### src/rtl/hazard_stall_unit.sv
// Hazard/stall unit for a classic 5-stage pipeline.
// Detects load-use hazards between the ID-stage instruction and the load
// sitting in EX, inserts exactly one bubble per hazard, and freezes the
// whole pipeline while data memory is busy. A memory wait that runs past
// 255 cycles parks the block in a sticky TIMEOUT state until reset.
module hazard_stall_unit (
    input  logic        clk_i,
    input  logic        rst_i,
    input  logic        valid_i,
    input  logic [4:0]  rs1_addr_i,
    input  logic [4:0]  rs2_addr_i,
    input  logic        rs1_use_i,
    input  logic        rs2_use_i,
    input  logic [4:0]  Rd_addr_i,
    input  logic        MemRead_i,
    input  logic        flush_i,
    input  logic        mem_stall_i,
    output logic        stall_o,
    output logic        PCWrite_o,
    output logic        IF_IDWrite_o,
    output logic        pipe_hold_o,
    output logic [4:0]  ex_Rd_o,
    output logic        ex_MemRead_o,
    output logic [15:0] stall_cnt_o,
    output logic        mem_timeout_o
);

    typedef enum logic [1:0] {
        RUN      = 2'd0,
        MEM_WAIT = 2'd1,
        TIMEOUT  = 2'd2
    } state_t;

    localparam logic [7:0]  WAIT_LIMIT = 8'd255;
    localparam logic [15:0] CNT_MAX    = 16'hFFFF;

    state_t      r_state;
    state_t      w_nextState;
    logic [7:0]  r_waitCnt;
    logic [7:0]  w_nextWaitCnt;
    logic [4:0]  r_exRd;
    logic        r_exMemRead;
    logic [15:0] r_stallCnt;

    logic        w_rs1Match;
    logic        w_rs2Match;
    logic        w_hz;
    logic        w_stallFsm;
    logic        w_holdFsm;
    logic        w_pcWriteFsm;
    logic        w_stall;
    logic        w_hold;
    logic        w_pcWrite;
    logic        w_bubble;

    // Load-use hazard: the EX-stage load writes a register the ID instruction reads (never x0).
    always_comb begin
        w_rs1Match = rs1_use_i & (rs1_addr_i == r_exRd);
        w_rs2Match = rs2_use_i & (rs2_addr_i == r_exRd);
        w_hz       = valid_i & r_exMemRead & (r_exRd != 5'd0) & (w_rs1Match | w_rs2Match);
    end

    // Next-state, wait-counter and per-state pipeline controls.
    always_comb begin
        w_nextState   = r_state;
        w_nextWaitCnt = r_waitCnt;
        w_stallFsm    = 1'b0;
        w_holdFsm     = 1'b0;
        w_pcWriteFsm  = 1'b1;
        case (r_state)
            RUN: begin
                w_stallFsm   = w_hz & ~flush_i & ~mem_stall_i;
                w_holdFsm    = mem_stall_i;
                w_pcWriteFsm = ~(w_stallFsm | mem_stall_i);
                if (mem_stall_i) begin
                    w_nextState   = MEM_WAIT;
                    w_nextWaitCnt = 8'd1;
                end
            end
            MEM_WAIT: begin
                w_holdFsm    = 1'b1;
                w_pcWriteFsm = 1'b0;
                if (!mem_stall_i) begin
                    w_nextState   = RUN;
                    w_nextWaitCnt = 8'd0;
                end else if (r_waitCnt == WAIT_LIMIT) begin
                    w_nextState = TIMEOUT;
                end else begin
                    w_nextWaitCnt = r_waitCnt + 8'd1;
                end
            end
            TIMEOUT: begin
                w_holdFsm    = 1'b1;
                w_pcWriteFsm = 1'b0;
            end
            default: begin
                w_nextState   = RUN;
                w_nextWaitCnt = 8'd0;
            end
        endcase
    end

    // While reset is asserted the pipeline must run freely regardless of the inputs.
    always_comb begin
        w_stall   = rst_i & w_stallFsm;
        w_hold    = rst_i & w_holdFsm;
        w_pcWrite = ~rst_i | w_pcWriteFsm;
        w_bubble  = w_stall | flush_i | ~valid_i;
    end

    // State register and memory-wait counter.
    always_ff @(posedge clk_i or negedge rst_i) begin
        if (!rst_i) begin
            r_state   <= RUN;
            r_waitCnt <= 8'd0;
        end else begin
            r_state   <= w_nextState;
            r_waitCnt <= w_nextWaitCnt;
        end
    end

    // EX-stage shadow: frozen during a hold, otherwise takes the ID instruction or a bubble.
    always_ff @(posedge clk_i or negedge rst_i) begin
        if (!rst_i) begin
            r_exRd      <= 5'd0;
            r_exMemRead <= 1'b0;
        end else if (!w_hold) begin
            if (w_bubble) begin
                r_exRd      <= 5'd0;
                r_exMemRead <= 1'b0;
            end else begin
                r_exRd      <= Rd_addr_i;
                r_exMemRead <= MemRead_i;
            end
        end
    end

    // Saturating count of inserted bubble cycles.
    always_ff @(posedge clk_i or negedge rst_i) begin
        if (!rst_i) begin
            r_stallCnt <= 16'd0;
        end else if (w_stall && (r_stallCnt != CNT_MAX)) begin
            r_stallCnt <= r_stallCnt + 16'd1;
        end
    end

    assign stall_o       = w_stall;
    assign pipe_hold_o   = w_hold;
    assign PCWrite_o     = w_pcWrite;
    assign IF_IDWrite_o  = w_pcWrite;
    assign ex_Rd_o       = r_exRd;
    assign ex_MemRead_o  = r_exMemRead;
    assign stall_cnt_o   = r_stallCnt;
    assign mem_timeout_o = (r_state == TIMEOUT);

endmodule
### config.mk
export PLATFORM = sky130hd
export DESIGN_NAME = hazard_stall_unit
export DESIGN_NICKNAME = d
export VERILOG_FILES = /design/src/rtl/hazard_stall_unit.sv
export SDC_FILE = /design/constraint.sdc
export NUM_CORES = 1
export LEC_CHECK = 0
export ABC_AREA = 1
export BUFFER_PORTS_ARGS = -buffer_cell sky130_fd_sc_hd__buf_2
export CAP_MARGIN = 0
export CORE_AREA = 2 2 89 65
export CTS_BUF_LIST = sky130_fd_sc_hd__clkbuf_16
export DETAILED_ROUTE_END_ITERATION = 16
export DIE_AREA = 0 0 91 67
export GPL_TIMING_DRIVEN = 0
export SETUP_SLACK_MARGIN = 0.15
export SYNTH_ARGS = -nofsm -noshare
export SYNTH_HDL_FRONTEND = slang
export SYNTH_SLANG_ARGS = --single-unit
### constraint.sdc
create_clock -name clk_i -period 2.87 [get_ports clk_i]
set_input_delay 0.1435 -clock clk_i [delete_from_list [all_inputs] [get_ports clk_i]]
set_output_delay 0.1435 -clock clk_i [all_outputs]
set_load 0.05 [all_outputs]
=== Word level (Yosys, flattened, before mapping) ===
Index checks and enable logic that the tools add are counted.

* Equal/unequal tests: 9
* Bitwise logic cells: 20
* Multiplexer cells: 13
* Add/subtract/negate cells: 2
* Reductions and logical operators: 6

{| class="wikitable"
|+ Operators with widths
! kind !! count
|-
| $mux 8 || 3
|-
| $pmux 8 s3 || 1
|-
| $add 16x1->16 const B || 1
|-
| $ne 16x16->1 const B || 1
|-
| $eq 5x5->1 || 2
|-
| $and 1x1->1 || 9
|-
| $add 8x1->8 const B || 1
|-
| $eq 8x8->1 const B || 1
|-
| $mux 2 || 3
|-
| $ne 3x3->1 const B || 2
|-
| $not 1->1 || 6
|-
| $pmux 2 s3 || 1
|-
| $reduce_and 3->1 || 2
|-
| $mux 5 || 1
|-
| $or 1x1->1 || 5
|-
| $reduce_bool 5->1 || 1
|-
| $pmux 1 s2 || 2
|-
| $eq 2x1->1 const B || 1
|-
| $eq 2x2->1 const B || 1
|-
| $logic_not 2->1 || 1
|-
| $mux 1 || 2
|-
| $ne 2x2->1 const B || 1
|-
| $reduce_or 2->1 || 1
|-
| $logic_and 1x1->1 || 1
|}

* Output and inout port bits: 27
* Input port bits: 23
* Register bits: 32

=== Logic depth before layout (Yosys ltp) ===
* Depth in word-level cells: 11
* Mapped depth: 12

=== Least setup slack after synthesis ===
OpenSTA, ideal clock, no wires.

* Kind: register -> output
* From: register r_exRd[3] (netlist: ex_Rd_o[3])
* To: output PCWrite_o
* Slack: 98 ps
* Stages on the path, launching flop included: 8
* Arrival time: 2628 ps
* Cells stage by stage: dfrtp_1 inv_1 nor2_1 nor2_1 nand3_1 a21oi_1 o21ai_0 buf_4

* Word-level cells in the longest chain between the ends: 10
* Elaborated cells between the ends (all ways): 14
* Those cells by class: 2 x eq/ne; 1 x mux; 10 x bitwise; 1 x reduce/logical

{| class="wikitable"
|+ RTL lines
! item !! line !! source
|-
| start, declared || 41 || <nowiki>logic [4:0] r_exRd;</nowiki>
|-
| start signal, assigned || 132 || <nowiki>r_exRd <= Rd_addr_i;</nowiki>
|-
| $eq 5x5->1 (on tied branches) || 58, 59 ||
|-
| $and 1x1->1 (on tied branches) || 58, 59 ||
|-
| $or 1x1->1 || 60 || <nowiki>w_hz = valid_i & r_exMemRead & (r_exRd != 5'd0) & (w_rs1Match | w_rs2Match);</nowiki>
|-
| $and 1x1->1 * || 60 ||
|-
| $and 1x1->1 * (2 in series) || 72 || <nowiki>w_stallFsm = w_hz & ~flush_i & ~mem_stall_i;</nowiki>
|-
| $or 1x1->1 * || 74 || <nowiki>w_pcWriteFsm = ~(w_stallFsm | mem_stall_i);</nowiki>
|-
| $not 1->1 * || 74 ||
|-
| $pmux 1 s2 * || 70 || <nowiki>case (r_state)</nowiki>
|-
| $or 1x1->1 * || 107 || <nowiki>w_pcWrite = ~rst_i | w_pcWriteFsm;</nowiki>
|-
| end, declared || 19 || <nowiki>output logic PCWrite_o,</nowiki>
|}

Mark *: on every way between the ends. The rest lies on a longest branch, timed or not.

=== Worst setup path after layout ===
* From: input rst_i
* To: output stall_o

* Word-level cells in the longest chain between the ends: 1

{| class="wikitable"
|+ RTL lines
! item !! line !! source
|-
| start, declared || 8 || <nowiki>input logic rst_i,</nowiki>
|-
| $and 1x1->1 || 105 || <nowiki>w_stall = rst_i & w_stallFsm;</nowiki>
|-
| end, declared || 18 || <nowiki>output logic stall_o,</nowiki>
|}

Every way passes these cells.

==> flow_summary.json <==
{
  "rrSetupSlack_ps": 900,
  "route.vias.total": 1872,
  "fp.dieW_um": 91,
  "yosysTopAreaCell": "dfrtp_1",
  "crit_path_start_kind": "primary input",
  "htreeDepth": 2,
  "num_antenna_cells": 0,
  "arrival_ps": 2230,
  "cts_root_buf": "clkbuf_16",
  "timing.max_cap.violations": 0,
  "cp_top_family": "buffers and inverters",
  "register_area_um2": 801,
  "reg2regPathDepth": 12,
  "min_path_type": "primary input to flop",
  "syn_area_um2": 2000,
  "min_from": "Rd_addr_i[1]",
  "first_global_vias": 1708,
  "cp-end-kind": "primary output",
  "ys.warnings.count": 0,
  "holdPathEnd": "ex_Rd_o[1]$_DFFE_PN0N_",
  "yosysTopAreaCellShare": 0.400,
  "grt_overflow": 0,
  "drt_pass1_iterations": 4,
  "period_share": 0.826,
  "leakage_nw": 1.32,
  "drc": 0,
  "ant_nets": 0,
  "areaGrowthSynthToFinish_pct": 24.1,
  "cts_buffer_depth": 2,
  "io_buffers": 49,
  "cts_tree": "yes",
  "clkTransAtPathRegs_ps": 50,
  "synthCells": 284,
  "synth_nets": 313,
  "fillCellCount": 575,
  "nets": 370,
  "relSlewSlack": 0.500,
  "r2r_end": "stall_cnt_o[2]$_DFFE_PN0P_",
  "final_common_cell": "nand2_1",
  "synthTopCellsByArea": "dfrtp_1, nand2_1, inv_1, nor2_1, ha_1",
  "row_count": 22,
  "ys_types": 26,
  "crit_slowest_cell": "buf_2",
  "min_delay_path_depth": 3,
  "drive_gt1_frac": 0.213,
  "status": "completed",
  "grt_pass1_wl_um": 7930,
  "ys_seq_area_frac": 0.400,
  "antenna_found_initial": 0,
  "drv_slew": 0,
  "post_cts_buffers": 0,
  "p_per_area_nw_per_um2": 562,
  "dieArea_um2": 6100,
  "layout_common_cells": "nand2_1, buf_2, inv_1, nor2_1, dfrtp_1",
  "core-area_um2": 5170,
  "drt_iter0_drc": 100,
  "place_inst": 405,
  "tightest_slew_ps": 750,
  "dieHeight_um": 67,
  "pin_count": 50,
  "cts_buffers": 5,
  "start_util": 0.387,
  "grt_start_max_net_pins": 35,
  "cp_cell_sequence": "dlygate4sd3_1 -> buf_2 -> inv_1 -> nor2_1 -> nand3_4 -> inv_1 -> buf_2",
  "finish.utilization": 0.480,
  "max_stage_delay_ps": 590,
  "avgSynthCellArea_um2": 7.04,
  "multi_input_area_um2": 990,
  "setup_tns_ps": 0,
  "final_cells": 414,
  "crit-reg2reg-launch": "r_state[0]$_DFFE_PN0P_",
  "dp_hpwl_um": 3440,
  "finalSetupViolations": 0,
  "gp_congestion": 0.794,
  "fin_skew_ps": 1.65,
  "clk_latency_ps": 270,
  "vias_per_cell": 4.52,
  "drt-total-wl_um": 4460,
  "worstPathMaxFanout": 34,
  "synth_seq_cells": 32,
  "grtUsageTotal": 0.166,
  "wl_per_cell_um": 10.8,
  "post-route-min-period_ps": 2370,
  "crit_type": "primary input to primary output",
  "hold_violations": 0,
  "fmax_mhz": 422,
  "worstPathRequired_ps": 2730,
  "worst_ir_drop_vdd_mv": 0.211,
  "cts.sinks": 32,
  "crit_buf_inv": 5,
  "rsz0062_at_grt": "no"
}
## logic make-up after synthesis
logic type,after synthesis,synth area share
AOI/OAI and AO/OA,29,0.0782
and+or+nand+nor,164,0.370
DFF,32,0.400
adders and majority gates,6,0.0375
xor gates and xnor gates,2,0.00876
buffers and inverters,51,0.105
## repair_timing
item                      4_1_cts  5_1_grt
hold endpoints to repair       32        0
hold buffers                    1        0
gates resized for setup         0        0
## per-stage QoR
step | hold WS, ps | worst slack, ps | total power (W) | instance area (um2)
global placement | 274 | 888 | 0.000910 | 2340
CTS | 123 | 388 | 0.00142 | 2480
global route | 152 | 188 | 0.00149 | 2480
floorplan | -152 | 535 | 0.000813 | 2000
finish | 126 | 499 | 0.00140 | 2480
detailed placement | 273 | 879 | 0.000916 | 2340
## how the worst max path moves through the flow
stage / startpoint / cells past startpoint / endpoint
2_1_floorplan: ex_Rd_o[3]$_DFFE_PN0N_ / 7 / PCWrite_o
3_3_place_gp: rst_i / 9 / stall_cnt_o[5]$_DFFE_PN0P_
3_5_place_dp: rst_i / 9 / stall_cnt_o[9]$_DFFE_PN0P_
4_1_cts: rst_i / 7 / stall_o
5_1_grt: rst_i / 7 / stall_o
6_report: rst_i / 7 / stall_o
## synthesized netlist by cell type
cell        n
a21oi_1     9
a21oi_2     1
a2bb2oi_1   1
a31oi_1     1
buf_4       1
buf_6       2
clkbuf_1    1
dfrtp_1    32
ha_1        6
inv_1      43
inv_2       4
nand2_1    80
nand2_2     1
nand3_1    14
nand3_4     1
nand3b_1    6
nand4_1     9
nand4_2     1
nor2_1     36
nor2_2      6
nor3_1      8
nor3_2      2
o21a_1      1
o21ai_0    15
o21ai_1     1
xnor2_1     2
## area by class of cell
class	instances	share of cell area
well taps	72	0.0363
multi-input cells	201	0.399
clock buffers	5	0.0504
clock inverters	3	0.00454
flip-flops and latches	32	0.323
plain buffers	4	0.0136
repair buffers	50	0.103
inverters	47	0.0711
## flip-flops by register name, summed over array words and instances, names as in the netlist
| signal | count |
|---|---|
| r_state | 2 |
| ex_MemRead_o | 1 |
| stall_cnt_o | 16 |
| ex_Rd_o | 5 |
| r_waitCnt | 8 |
## power breakdown
part	switching, W	total [W]	internal [W]
clock	0.000178	0.000490	0.000311
combinational	0.000272	0.000386	0.000114
sequential	0.0000321	0.000520	0.000488
total	0.000483	0.00140	0.000913
## worst min-delay path, stage by stage
cell and delay [ps]:
buf_2 80, nand4_1 70, o21ai_0 70
## per-layer routing
layer	vias to the layer above	global-route usage	part of all wire
met1	818	0.241	0.55
li1	1011	-	-
met3	7	0.0475	0.058
met5	-	0	0
met2	36	0.235	0.38
met4	0	0.0511	0.012
Power figures use the tool's default switching activity.
